`config.mk`:
```
export PLATFORM = sky130hd
export DESIGN_NAME = upload_rr_switcher
export DESIGN_NICKNAME = d
export VERILOG_FILES = /design/src/rtl/upload_rr_switcher.sv
export SDC_FILE = /design/constraint.sdc
export NUM_CORES = 1
export LEC_CHECK = 0
export ABC_AREA = 1
export CORE_MARGIN = 4
export CORE_UTILIZATION = 36
export DETAILED_ROUTE_END_ITERATION = 10
export HOLD_SLACK_MARGIN = 0.1
export PLACE_DENSITY = 0.78
export SYNTH_ARGS = -nofsm -noshare
export SYNTH_HDL_FRONTEND = slang
export SYNTH_SLANG_ARGS = --single-unit
```
`constraint.sdc`:
```
create_clock -name clk -period 1.6 [get_ports clk]
set_input_delay 0.32 -clock clk [delete_from_list [all_inputs] [get_ports clk]]
set_output_delay 0.32 -clock clk [all_outputs]
set_load 0.05 [all_outputs]
```
`src/rtl/upload_rr_switcher.sv`:
```
`default_nettype none
// ============================================================================
// upload_rr_switcher
// N-channel round-robin upload switcher feeding the host upload FIFO.
// Optional header beat on each upload start: define HEADER_EN.
// Revision: 1.0
// ============================================================================
module upload_rr_switcher #(
    parameter int NUM_CH         = 4,
    parameter int DATA_W         = 64,
    parameter int PERIOD         = 4096,
    parameter int START_OFFSET   = 2048,
    parameter int WARMUP_PERIODS = 3,
    localparam int CH_W          = $clog2(NUM_CH)
) (
    input  logic                     clk,
    input  logic                     rst_n,
    input  logic                     upload_en,
    input  logic [NUM_CH-1:0]        ch_mask,
    input  logic [NUM_CH*DATA_W-1:0] data_in,
    input  logic [NUM_CH-1:0]        data_valid_i,
    output logic [NUM_CH-1:0]        upload_start_o,
    output logic [DATA_W-1:0]        data_out,
    output logic                     data_valid_o,
    output logic [CH_W-1:0]          ch_id_o,
    output logic [15:0]              frame_cnt_o
);

    localparam logic [15:0] C_CNT_LAST = 16'(PERIOD - 1);
    localparam logic [15:0] C_START_AT = 16'(START_OFFSET);
    localparam logic [15:0] C_WARMUP   = 16'(WARMUP_PERIODS);

    logic [15:0]       cnt;
    logic [15:0]       rb_cnt;
    logic [CH_W-1:0]   sel_ahd;
    logic [CH_W-1:0]   sel;
    logic              switch_pulse;
    logic              start_pulse;

    logic [CH_W-1:0]   rr_next;
    logic [DATA_W-1:0] mux_data;
    logic              mux_valid;
    logic [NUM_CH-1:0] start_vec;

    function automatic logic [CH_W-1:0] wrap_idx(input logic [CH_W-1:0] base, input int off);
        int s;
        s = int'(base) + off;
        if (s >= NUM_CH) s = s - NUM_CH;
        return CH_W'(s);
    endfunction

    // Scan from farthest to nearest so the nearest enabled channel is the last
    // assignment; offset NUM_CH is the current channel itself.
    always_comb begin
        rr_next = sel_ahd;
        for (int j = NUM_CH; j >= 1; j--) begin
            if (ch_mask[wrap_idx(sel_ahd, j)]) rr_next = wrap_idx(sel_ahd, j);
        end
    end

    always_comb begin
        mux_data  = '0;
        mux_valid = 1'b0;
        start_vec = '0;
        for (int i = 0; i < NUM_CH; i++) begin
            if (sel == CH_W'(i)) begin
                mux_data     = data_in[i*DATA_W +: DATA_W];
                mux_valid    = data_valid_i[i];
                start_vec[i] = start_pulse & ch_mask[i];
            end
        end
    end

    always_ff @(posedge clk or negedge rst_n) begin
        if (!rst_n) begin
            cnt            <= C_CNT_LAST;
            rb_cnt         <= '0;
            sel_ahd        <= '0;
            sel            <= '0;
            switch_pulse   <= 1'b0;
            start_pulse    <= 1'b0;
            upload_start_o <= '0;
            data_out       <= '0;
            data_valid_o   <= 1'b0;
            ch_id_o        <= '0;
            frame_cnt_o    <= '0;
        end else begin
            sel          <= sel_ahd;
            ch_id_o      <= sel;
            data_out     <= mux_data;
            data_valid_o <= mux_valid;
            if (!upload_en) begin
                cnt            <= C_CNT_LAST;
                rb_cnt         <= '0;
                sel_ahd        <= '0;
                switch_pulse   <= 1'b0;
                start_pulse    <= 1'b0;
                upload_start_o <= '0;
            end else begin
                cnt            <= (cnt == C_CNT_LAST) ? 16'd0 : cnt + 16'd1;
                switch_pulse   <= (cnt == 16'd1);
                start_pulse    <= (cnt == C_START_AT);
                upload_start_o <= start_vec;
                if (|start_vec) begin
                    frame_cnt_o <= frame_cnt_o + 16'd1;
`ifdef HEADER_EN
                    // Header carries the frame count before this start's increment
                    data_out     <= DATA_W'({16'hA55A, 16'(sel), frame_cnt_o});
                    data_valid_o <= 1'b1;
`endif
                end
                if (switch_pulse) begin
                    if (rb_cnt != 16'hFFFF) rb_cnt <= rb_cnt + 16'd1;
                    sel_ahd <= (rb_cnt < C_WARMUP) ? '0 : rr_next;
                end
            end
        end
    end

endmodule
`default_nettype wire

```
# --- Word-level counts from Yosys, hierarchy flattened ---
# Cells that the tools add are included.
word_totals:
  inputBits: 267
  word_cells: 89
  regBits: 125
op_classes:
  reduce_logical: 5
  add_sub_neg: 11
  n_lt_le_gt_ge: 9
  muxes: 39
  bitwise: 4
  n_eq_ne: 10
ops:
  columns: ["op", "n"]
  rows:
  - ["2-to-1 mux 64 bit", 4]
  - ["2-to-1 mux 16 bit", 5]
  - ["adder 16 x 1 -> 16 bit, second input constant", 3]
  - ["equality test 16 x 12 -> 1 bit, second input constant", 2]
  - ["2-to-1 mux 2 bit", 11]
  - ["equality test 16 x 1 -> 1 bit, second input constant", 1]
  - ["< comparator 16 x 2 -> 1 bit, second input constant", 1]
  - ["!= test 16 bit, second input constant", 1]
  - ["2-to-1 mux 1 bit", 14]
  - ["< comparator 2 x 3 -> 1 bit, second input constant", 4]
  - [">= comparator 3 bit, second input constant", 3]
  - ["binary-select mux 1 bit (select 2 bit)", 4]
  - ["subtractor 2 x 1 -> 2 bit, second input constant", 4]
  - ["adder 2 x 2 -> 3 bit, second input constant", 2]
  - ["!= test 6 x 1 -> 1 bit, second input constant", 1]
  - ["AND reduction 2 bit", 3]
  - ["adder 2 x 3 -> 4 bit, second input constant", 1]
  - ["bitwise AND 1 bit", 4]
  - ["equality test 2 bit, second input constant", 2]
  - [">= comparator 4 x 3 -> 1 bit, second input constant", 1]
  - ["2-to-1 mux 4 bit", 1]
  - ["!= test 2 x 1 -> 1 bit, second input constant", 2]
  - ["OR reduction 4 bit", 1]
  - ["adder 2 x 1 -> 3 bit, second input constant", 1]
  - ["other kinds (2)", 2]

# --- Depth between registers and ports, before layout ---
logic_depth:
  word_depth: 12
  mapped_depth: 10
  mapped_depth_nobuf: 10

# --- Least setup slack after synthesis ---
# OpenSTA, ideal clock, no wires.
synth_timing:
  path_type: "reg-to-reg"
  start: "reg frame_cnt_o[2]"
  end: "reg frame_cnt_o[11]"
  n_path_buf: 0
  arrival_ns: 1.602
  slack_ns: -0.125
  setup_time_ns: 0.123
  path_stages_with_launch: 7
  cell_sequence: "dfrtp_1 > inv_1 > nor3_1 > nand3_1 > xor2_1 > nand2_1 > o21ai_1"
synth_via:
  elab_chain_cells: 1
synth_lines:
  columns: ["item", "line_no", "source"]
  rows:
  - ["start, declared", "26", "output logic [15:0] frame_cnt_o"]
  - ["start signal, assigned", "105", "frame_cnt_o <= frame_cnt_o + 16'd1;"]
  - ["adder 16 x 1 -> 16 bit", "105", null]
# No other way between the ends.
# A chain may end at the register's enable or synchronous reset.

# --- Worst setup path in the final report ---
layout_timing:
  start: "reg rb_cnt[0]"
  end: "reg rb_cnt[9]"
layout_via:
  elab_chain_cells: 4
  elab_cells_between_ends: 7
  classes_between: "1 x add/sub; 2 x eq/ne; 3 x mux; 1 x reduce/logical"
layout_lines:
  columns: ["item", "line_no", "source"]
  rows:
  - ["start, declared", "34", "logic [15:0] rb_cnt;"]
  - ["start signal, assigned", "113", "if (rb_cnt != 16'hFFFF) rb_cnt <= rb_cnt + 16'd1;"]
  - ["adder 16 x 1 -> 16 bit", "113", null]
  - ["2-to-1 mux 16 bit", "113", null]
  - ["2-to-1 mux 16 bit", "112", "if (switch_pulse) begin"]
  - ["2-to-1 mux 16 bit", "92", "if (!upload_en) begin"]
# Parallel ways exist; a longest one is shown, timed or not. The select of a mux whose other input is x is not followed.

==> impl_metrics.toml <==
[outcome]
status = "finished, violations left"
violations = "setup timing"

[sta]
skew_ns = 0.00919
hold_viol = 0
setup_viol = 23
clock.fmax_ghz = 0.603
drv_slew = 0
worst_slew_pin_slew_ns = 0.437
relSlewSlack_pct = 70.9
hold_ws_ns = 0.435
fin_tns_setup_ns = -0.900
rsz0062_at_grt = "yes"
post-route-period-util_pct = 104
min_period_ns = 1.66
setup_ws_ns = -0.0576

[setup_path]
max_stage_delay_ns = 0.39
crit_arrival_ns = 1.96
path_max_fanout = 8
path_cells = "ha_4 -> inv_4 -> nor2_4 -> nand2_2 -> nor3_4 -> nand3_2 -> nand2_8 -> clkbuf_16 -> o21ai_2"
cp.required_ns = 1.90
start_kind = "flop"
path_class = "flop to flop"
endpoint_kind = "flop"
crit_slowest_cell = "dfrtp_1"

[grt]
grt_first_pass_wirelength_mm = 40.4
grt_use_met3_pct = 6.03
global_route.usage.met1_pct = 28.6
grt_max_degree = 74
gr-total-overflow = 0
antenna_found_initial = 0
grt-busiest-layer = "met2"
grt.total_usage_pct = 26.2
grt_pass1_vias = 7559
use_met2_pct = 46.4

[floorplan]
die-area_um2 = 20500
die_w_um = 143
start_util_pct = 36.6
fp-row-count = 49
coreArea_um2 = 18000
ioPinCount = 354
die_h_um = 143

[power]
peakVddDrop_mv = 0.819
powerDensity_nw_per_um2 = 1240
cellLeakagePower_nw = 5.36

[route]
dr.pass1.iters = 5
wl_per_cell_um = 18.3
routed_via_density = 4.98
num_vias = 7570
drc = 0
dr.first_iter.drc_count = 417
ant_nets = 0
drt_wl_total_mm = 27.8

[synth]
synth_nets = 1150
synth_largest_area_cell = "dfrtp_1"
synth-seq-cells = 125
yosysWarnings = 0
synth_top_area_share_pct = 43.0
synthTopCellsByArea = "dfrtp_1, nand2_1, nand4_1, dfstp_2, nor2_1"
mappedNetlistArea_um2 = 6580
synth_area_per_cell_um2 = 7.49
ys_types = 33
ys_seq_area_share_pct = 47.8
synthCells = 878

[cells_and_area]
nFillCells = 1377
layout-drive-gt1-share_pct = 20.5
final_util_pct = 67.2
fin_area_um2 = 12100
final_common_cell = "nand2_1"
n_antenna_cell = 0
syn_to_final_growth_pct = 83.5
nNetsFinal = 1549
mostFrequentLayoutCells = "nand2_1, clkdlybuf4s50_1, dfrtp_1"

[clocking]
clk_latency_ns = 0.42
cts.clk_slew.worst_paths_ns = 0.06
cts_root_buf = "clkbuf_16"
numCtsBuffers = 17
cts_tree = "built"
ctsLongestPathBuffers = 2
cts-htree-levels = 4
cts.sinks = 125

[place]
port_buffers = 353
gp_congestion = 0.911
place_area_um2 = 11200
dp_hpwl_mm = 22.3

[run]
cap_violations = 0

[min_path]
hp-class = "input pin to asynchronous set/reset pin"
## final timing paths
kind                              start           end  slack, ns  cells after the start
max                           rb_cnt[0]     rb_cnt[9]      -0.06                      9
min                               rst_n    ch_id_o[0]       0.43                      3
max reg2reg                   rb_cnt[0]     rb_cnt[9]      -0.06                      9
min reg2reg                      sel[1]    ch_id_o[1]       0.49                      0
max in group asynchronous         rst_n        cnt[8]       0.75                      3
min in group clk           data_in[160]  data_out[32]       0.48                      3
## layer usage
layer | up-vias | routed length [um]
li1 | 3621 | -
met1 | 3500 | 9620
met2 | 373 | 14300
met3 | 76 | 2170
met4 | 0 | 1670
met5 | - | 0
## worst max-delay path: cells and delay by family, from the launching register on
| family | cells | cell delay (ns) |
|---|---|---|
| simple gates | 5 | 0.72 |
| fa+ha+maj | 1 | 0.17 |
| compound gates | 1 | 0.05 |
| flops | 1 | 0.39 |
| buf+inv | 2 | 0.21 |
## cells in the mapped netlist
master	count
xor2_1	16
inv_2	1
clkbuf_1	23
o21ai_1	5
a31o_2	2
nand3b_1	2
buf_6	1
nor4_1	2
dfstp_2	12
nor3_2	2
nand4_1	74
buf_4	2
or2_2	5
dfrtp_1	113
inv_1	51
nand3_2	1
buf_12	1
buf_1	7
buf_2	3
nor3_1	8
ha_1	5
o21ai_0	22
nor2_1	57
a21oi_1	2
nand2_1	397
nor3_4	1
o21bai_1	1
o21ai_2	9
nor2_2	3
nand2_4	1
nand2_2	1
xnor2_1	7
nand3_1	41
## area by class of cell
| class | count | area, um2 | share of cell area (%) |
|---|---|---|---|
| clock inverter | 12 | 139 | 1.15 |
| clock buffer | 20 | 447 | 3.70 |
| timing repair buffer | 417 | 4560 | 37.8 |
| sequential | 125 | 3150 | 26.1 |
| inverter | 52 | 205 | 1.70 |
| multi-input combinational | 664 | 3280 | 27.2 |
| tap | 229 | 287 | 2.37 |
## power by group
part           leakage (nW)  internal (mW)  switching [mW]
clock network         0.273           2.35            1.47
logic                  3.58           2.87            3.88
registers              1.50           3.86           0.497
## flip-flops by register name (all words and copies together) (netlist names), 2 cells and up
signal          cells
sel                 2
data_out           64
frame_cnt_o        16
upload_start_o      4
ch_id_o             2
cnt                16
sel_ahd             2
rb_cnt             16
## timing repair
item	in CTS	in global routing
endpoints found under the hold margin	113	0
pin swaps	8	17
gates resized for setup	13	51
cloned	0	2
endpoints found under the setup margin	31	42
hold buffers	1	0
setup buffers	2	6
## cell families (layout without fill, tap and decap cells)
logic type | count (synthesis) | count (layout) | share of synthesized area (%)
XOR/XNOR | 23 | 23 | 3.06
AND/OR/NAND/NOR | 595 | 595 | 38.8
buffers and inverters | 89 | 501 | 5.61
AO/OA/AOI/OAI | 41 | 41 | 3.78
flip-flops | 125 | 125 | 47.8
adder cells (fa/ha/maj) | 5 | 5 | 0.951
## through the flow
stage | setup slack [ns] | power (mW) | instances
after floorplan | 0.0121 | 7.30 | 878
after global placement | -0.153 | 10.6 | 1476
after detailed placement | -0.205 | 10.7 | 1476
after CTS | -0.00144 | 14.7 | 1511
after global routing | -0.153 | 15.5 | 1519
final | -0.0576 | 14.9 | 1519
No activity file was read; power rests on OpenSTA's default activity.
